--- config.mk ---
export PLATFORM = sky130hd
export DESIGN_NAME = twiddle_cmult_flat
export DESIGN_NICKNAME = d
export VERILOG_FILES = /design/src/rtl/twiddle_cmult_if.sv /design/src/rtl/twiddle_cmult.sv /design/src/flat_wrapper.sv
export SDC_FILE = /design/constraint.sdc
export NUM_CORES = 2
export LEC_CHECK = 0
export CAP_MARGIN = 40
export CORE_MARGIN = 4
export CORE_UTILIZATION = 64
export CTS_CLUSTER_SIZE = 30
export DETAILED_ROUTE_END_ITERATION = 6
export PLACE_DENSITY = 0.82
export SYNTH_ARGS = -nofsm -noshare
export SYNTH_HDL_FRONTEND = slang
export SYNTH_SLANG_ARGS = --single-unit
export TNS_END_PERCENT = 10
--- constraint.sdc ---
create_clock -name sys_clk -period 13.1 [get_ports sys_clk]
set_input_delay 1.31 -clock sys_clk [delete_from_list [all_inputs] [get_ports sys_clk]]
set_output_delay 1.31 -clock sys_clk [all_outputs]
set_load 0.01 [all_outputs]
--- src/rtl/twiddle_cmult_if.sv ---
// twiddle_cmult_if: sample/twiddle input stream and product output stream
interface twiddle_cmult_if #(
    parameter int DATA_BW = 16,
    parameter int TW_BW   = 17
);
    logic                      din_valid;
    logic signed [DATA_BW-1:0] din_r;
    logic signed [DATA_BW-1:0] din_i;
    logic signed [TW_BW-1:0]   tw_fac_r;
    logic signed [TW_BW-1:0]   tw_fac_i;
    logic                      cordic_rdy;
    logic                      dout_valid;
    logic signed [DATA_BW-1:0] dout_r;
    logic signed [DATA_BW-1:0] dout_i;
    logic                      dout_last;
    logic                      sat_flag;

    modport master (
        output din_valid, din_r, din_i, tw_fac_r, tw_fac_i, cordic_rdy,
        input  dout_valid, dout_r, dout_i, dout_last, sat_flag
    );

    modport slave (
        input  din_valid, din_r, din_i, tw_fac_r, tw_fac_i, cordic_rdy,
        output dout_valid, dout_r, dout_i, dout_last, sat_flag
    );
endinterface

--- src/rtl/twiddle_cmult.sv ---
// twiddle_cmult: 3-stage complex multiply by twiddle with Q1.15 rounding, saturation and frame tracking
module twiddle_cmult #(
    parameter int DATA_BW    = 16,
    parameter int TW_BW      = 17,
    parameter int FFT_LENGTH = 16
) (
    input  logic           sys_clk,
    input  logic           sys_nrst,
    input  logic           sys_en,
    twiddle_cmult_if.slave bus
);
    localparam int PW = DATA_BW + TW_BW;
    localparam int CW = $clog2(FFT_LENGTH);
    localparam logic signed [PW-15:0] MAXV = (PW-14)'(2**(DATA_BW-1) - 1);
    localparam logic signed [PW-15:0] MINV = -(PW-14)'(2**(DATA_BW-1));

    logic signed [DATA_BW-1:0] ar, ai;
    logic signed [TW_BW-1:0]   tr, ti;
    logic signed [PW-1:0]      p_rr, p_ii, p_ri, p_ir;
    logic signed [PW:0]        re, im;
    logic signed [PW-15:0]     re_q, im_q;
    logic                      v1, v2, accept, re_ovf, im_ovf;
    logic [CW-1:0]             cnt;

    always_comb begin
        accept = sys_en & bus.din_valid & bus.cordic_rdy;
        re     = (PW+1)'(p_rr) - (PW+1)'(p_ii) + (PW+1)'(16384);
        im     = (PW+1)'(p_ri) + (PW+1)'(p_ir) + (PW+1)'(16384);
        // dropping the low 15 bits of (x + 2^14) is round-half-up
        re_q   = re[PW:15];
        im_q   = im[PW:15];
        re_ovf = re_q > MAXV || re_q < MINV;
        im_ovf = im_q > MAXV || im_q < MINV;
    end

    always_ff @(posedge sys_clk or negedge sys_nrst) begin
        if (!sys_nrst) begin
            ar             <= '0;
            ai             <= '0;
            tr             <= '0;
            ti             <= '0;
            v1             <= 1'b0;
            p_rr           <= '0;
            p_ii           <= '0;
            p_ri           <= '0;
            p_ir           <= '0;
            v2             <= 1'b0;
            cnt            <= '0;
            bus.dout_valid <= 1'b0;
            bus.dout_r     <= '0;
            bus.dout_i     <= '0;
            bus.dout_last  <= 1'b0;
            bus.sat_flag   <= 1'b0;
        end else if (sys_en) begin
            ar             <= bus.din_r;
            ai             <= bus.din_i;
            tr             <= bus.tw_fac_r;
            ti             <= bus.tw_fac_i;
            v1             <= accept;
            p_rr           <= PW'(ar) * PW'(tr);
            p_ii           <= PW'(ai) * PW'(ti);
            p_ri           <= PW'(ar) * PW'(ti);
            p_ir           <= PW'(ai) * PW'(tr);
            v2             <= v1;
            bus.dout_valid <= v2;
            bus.dout_last  <= v2 && cnt == CW'(FFT_LENGTH - 1);
            bus.sat_flag   <= v2 && (re_ovf || im_ovf);
            if (v2) begin
                cnt        <= cnt + 1'b1;
                bus.dout_r <= re_ovf ? (re_q[PW-15] ? MINV[DATA_BW-1:0] : MAXV[DATA_BW-1:0]) : re_q[DATA_BW-1:0];
                bus.dout_i <= im_ovf ? (im_q[PW-15] ? MINV[DATA_BW-1:0] : MAXV[DATA_BW-1:0]) : im_q[DATA_BW-1:0];
            end
        end
    end
endmodule
--- src/flat_wrapper.sv ---
// flat-port wrapper written by rule: the top's interface ports become plain ports
module twiddle_cmult_flat 
#(
    parameter int DATA_BW    = 16,
    parameter int TW_BW      = 17,
    parameter int FFT_LENGTH = 16
)
  (sys_clk, sys_nrst, sys_en, bus_din_valid, bus_din_r, bus_din_i, bus_tw_fac_r, bus_tw_fac_i, bus_cordic_rdy, bus_dout_valid, bus_dout_r, bus_dout_i, bus_dout_last, bus_sat_flag);
  twiddle_cmult_if #(.DATA_BW(DATA_BW), .TW_BW(TW_BW)) bus_i ();
  input  logic sys_clk;
  input  logic sys_nrst;
  input  logic sys_en;
  input wire logic [$bits(bus_i.din_valid)-1:0] bus_din_valid;
  input wire logic [$bits(bus_i.din_r)-1:0] bus_din_r;
  input wire logic [$bits(bus_i.din_i)-1:0] bus_din_i;
  input wire logic [$bits(bus_i.tw_fac_r)-1:0] bus_tw_fac_r;
  input wire logic [$bits(bus_i.tw_fac_i)-1:0] bus_tw_fac_i;
  input wire logic [$bits(bus_i.cordic_rdy)-1:0] bus_cordic_rdy;
  output wire logic [$bits(bus_i.dout_valid)-1:0] bus_dout_valid;
  output wire logic [$bits(bus_i.dout_r)-1:0] bus_dout_r;
  output wire logic [$bits(bus_i.dout_i)-1:0] bus_dout_i;
  output wire logic [$bits(bus_i.dout_last)-1:0] bus_dout_last;
  output wire logic [$bits(bus_i.sat_flag)-1:0] bus_sat_flag;
  assign bus_i.din_valid = bus_din_valid;
  assign bus_i.din_r = bus_din_r;
  assign bus_i.din_i = bus_din_i;
  assign bus_i.tw_fac_r = bus_tw_fac_r;
  assign bus_i.tw_fac_i = bus_tw_fac_i;
  assign bus_i.cordic_rdy = bus_cordic_rdy;
  assign bus_dout_valid = bus_i.dout_valid;
  assign bus_dout_r = bus_i.dout_r;
  assign bus_dout_i = bus_i.dout_i;
  assign bus_dout_last = bus_i.dout_last;
  assign bus_sat_flag = bus_i.sat_flag;
  twiddle_cmult #(.DATA_BW(DATA_BW), .TW_BW(TW_BW), .FFT_LENGTH(FFT_LENGTH)) u_core (.sys_clk(sys_clk), .sys_nrst(sys_nrst), .sys_en(sys_en), .bus(bus_i));
endmodule
==> flow_metrics.tcl <==
set metrics [dict create \
    floorplan.core_area_mm2 0.0834 \
    remaining_drc_errors 2 \
    ys_types 89 \
    drt-wirelength-per-cell_um 20.2 \
    path_clk_slew_ps 60 \
    io_pins 106 \
    slowest_delay_ps 870 \
    ys.warnings.count 0 \
    pin_count_of_the_biggest_net_entering_global_routing 144 \
    antenna_found_initial 3 \
    globalplace.congestion 0.916 \
    element_type_at_the_critical_path_start "flop" \
    first_iter_violations 2910 \
    critical_path.cell_chain "clkinv_1, buf_4, nor2_1, fa_1, fa_1, fa_1, fa_1, fa_1, inv_1, fa_1, inv_1, ha_1, nand2_1, a21oi_1, o21a_1, nand4_1, o31ai_1, o21a_1, o21ai_0, a21boi_0, xor2_1, mux2_2" \
    tritoncts_num_sinks 239 \
    yosys_most_used_dff "dfrtp_1" \
    cts_setup_buffers 0 \
    chipWidth_um 298 \
    timing_worst_setup_path_type "reg -> reg" \
    route.vias.total 39400 \
    clockBufferDepth 3 \
    critPathMostFrequentCell "fa_1" \
    numPlacedInstances 6692 \
    dpl.hpwl_um 105000 \
    synth_enable_flop_cells 0 \
    cts_htree_levels 2 \
    routed_via_density 5.83 \
    floorplan.die_area_mm2 0.0887 \
    drt-pass1-iter-count 7 \
    synthesis.instances 5707 \
    cap_viol_max_count 0 \
    leading_post_synthesis_cells_by_cell_area "fa_1, dfrtp_1, ha_1" \
    crit-reg2reg-launch "u_core.ar[15]" \
    cp_data_arrival_time_ps 8170 \
    ys_seq_area_share_pct 11.1 \
    synthToLayoutAreaGrowth_pct 5.85 \
    setup.worst_path.end_class "flop" \
    synth_area_mm2 0.0538 \
    postSynthRegisterBits 239 \
    root_buffer "clkbuf_16" \
    postCtsHoldBufs 0 \
    ctsResizeCount 0 \
    final_cell_count_no_fill 6756 \
    cts_tree "yes" \
    sequential_cell_area_mm2 0.00599 \
    synth_largest_type_area_fraction_pct 41.1 \
    insertion_delay_to_the_later_sink_of_the_worst_skew_pair_ps 580 \
    crit_fanout 15 \
    finalSetupViolations 0 \
    slew-limit-headroom_pct 31.1 \
    global_route_wire_length_before_repair_um 224000 \
    final_nets 7287 \
    route.final.wire_length_um 136000 \
    floorplan.initialDensity_pct 64.5 \
    hold_crit_class "reg -> reg" \
    first_global_vias 43100 \
    max_freq_mhz 129 \
    final.min_clock_period_ps 7720 \
    multi_input_combinational_cell_area_mm2 0.0419 \
    rsz0062_at_grt "false" \
    report.final.hold_viol_count 0 \
    die_h_um 298 \
    outcome "finished, violations left" \
    async_flop_share_pct 100 \
    startpoint "u_core.ar[15]" \
    synthesized_netlist_net_count 7345 \
    worstPathBufferInverterCount 4 \
    violations_in_the_final_reports "DRC" \
    fillers 6149 \
    critical-path-top-delay-family "adder cells" \
    synth.avg_cell_area_um2 9.42 \
    synth_top_cell_by_area "fa_1" \
    critical_path.slowest_cell "dfrtp_1" \
    grt_util_all_layers_pct 31.8 \
    worst_slew_pin_slew_ps 1030 \
    skew_ps 28.2 \
    drtAntennaViolNets 0 \
    tritoncts.num_buffers 34 \
    port_buffer_cells 105 \
    worstPathRequired_ps 13550 \
    grt.overflow.total 0 \
    worst_hold_startpoint "u_core.bus.dout_i[15]" \
    setup_total_negative_slack_ps 0 \
    timing_max_transition_violations_final 0 \
    post_route_cells_drive_above_1_share_pct 5.74 \
    finalCritPeriodShare_pct 59.0 \
    rows 106 \
]
[registers in the layout, summed over array words and instances (netlist names), 4 cells and up]
| name | flops |
|---|---|
| u_core.p_ri | 33 |
| u_core.ai | 16 |
| u_core.p_rr | 33 |
| u_core.p_ir | 33 |
| u_core.bus.dout_i | 16 |
| u_core.tr | 17 |
| u_core.cnt | 4 |
| u_core.ar | 16 |
| u_core.ti | 17 |
| u_core.p_ii | 33 |
| u_core.bus.dout_r | 16 |
[per-layer routing]
layer / GRT usage (%) / part of all wire [%] / routed length [µm] / up-vias
met5: 0 / 0.012 / 17 / -
li1: - / - / - / 17100
met1: 40.7 / 37 / 50800 / 20000
met4: 18.1 / 7.1 / 9700 / 2
met3: 5.87 / 8.7 / 11800 / 516
met2: 51.4 / 47 / 64100 / 1831
[synth_stat cells, drive strengths merged (4+ instances only)]
cell type,number
a2111oi,6
a211o,8
a211oi,19
a21boi,7
a21o,72
a21oi,177
a311oi,6
a31o,5
a31oi,13
and2,522
and3,12
and4,6
buf,6
clkbuf,263
dfrtp,239
fa,1104
ha,463
inv,1283
mux2,140
mux2i,5
nand2,633
nand2b,31
nand3,33
nand3b,4
nand4,24
nor2,155
nor2b,12
nor3,26
nor4,4
nor4b,4
o211ai,15
o21a,22
o21ai,122
o21bai,29
o31ai,14
or3,8
xnor2,138
xor2,33
[through the flow]
| step | utilization (%) | instance area, µm² | worst slack, ps | hold WS (ps) |
|---|---|---|---|---|
| 6_report | 68.2 | 56900 | 5380 | 471 |
| 5_1_grt | 68.2 | 56900 | 5070 | 501 |
| 4_1_cts | 68.2 | 56900 | 5470 | 479 |
| 3_5_place_dp | 66.8 | 55700 | 5540 | 466 |
| 3_3_place_gp | 66.7 | 55700 | 5670 | 455 |
| 2_1_floorplan | - | 53800 | 6780 | 446 |
[cells in the final DEF, fill, tap and decap left out, drive strengths merged, types with 5 or more instances in the layout]
master | netlist | final
ha | 463 | 463
dfrtp | 239 | 239
a211o | 8 | 8
a2111oi | 6 | 6
nor3 | 26 | 26
nand2 | 633 | 633
fa | 1104 | 1104
buf | 6 | 72
a211oi | 19 | 19
a31o | 5 | 5
clkinv | 2 | 10
nand4 | 24 | 24
clkbuf | 263 | 45
a21boi | 7 | 7
nand3 | 33 | 33
xor2 | 33 | 33
nor2 | 155 | 155
o21bai | 29 | 29
a31oi | 13 | 13
and3 | 12 | 12
mux2 | 140 | 140
nand2b | 31 | 31
and4 | 6 | 6
o31ai | 14 | 14
or3 | 8 | 8
o21ai | 122 | 122
o21a | 22 | 22
a311oi | 6 | 6
xnor2 | 138 | 138
a21o | 72 | 72
nor2b | 12 | 12
inv | 1283 | 1286
and2 | 522 | 522
a21oi | 177 | 177
o211ai | 15 | 15
mux2i | 5 | 5
clkdlybuf4s50 | 0 | 103
[logic make-up (layout without fill, tap and decap cells)]
group	after synthesis	after routing	synth area share (%)
mux	145	145	3.02
flops	239	239	11.1
buf+inv	1554	1522	10.9
xor+xnor	171	171	2.80
fa+ha+maj	1567	1567	51.9
simple gates	1480	1480	13.5
other cells	0	1	0
compound gates	551	551	6.79
[final timing paths]
path / to / slack (ps) / cells past startpoint
hold reg to reg: u_core.bus.dout_i[15] / 470 / 2
setup reg to reg: u_core.p_ri[30] / 5380 / 22
max in group asynchronous: u_core.ti[0] / 10770 / 2
setup / recovery: u_core.p_ri[30] / 5380 / 22
hold / removal: u_core.bus.dout_i[15] / 470 / 2
min in group asynchronous: u_core.tr[14] / 780 / 1
[worst register-to-register path: stages, from the launching register on]
cell,delay (ps)
dfrtp_1,870
clkinv_1,820
buf_4,490
nor2_1,160
fa_1,450
fa_1,470
fa_1,530
fa_1,440
fa_1,490
inv_1,50
fa_1,480
inv_1,40
ha_1,330
nand2_1,120
a21oi_1,140
o21a_1,140
nand4_1,100
o31ai_1,480
o21a_1,230
o21ai_0,130
a21boi_0,260
xor2_1,90
mux2_2,260
[cell type report]
type	count	share of cell area [%]
clock inverter	17	0.400
multi-input combinational	3914	73.7
inverter	1285	8.47
timing repair buffer	175	2.87
clock buffer	45	1.66
tap	1080	2.37
antenna	1	0.00440
sequential	239	10.5
Power is left out: the tool's default activity adds up to more than one toggle a clock period on the data nets, which glitch-free logic cannot reach.
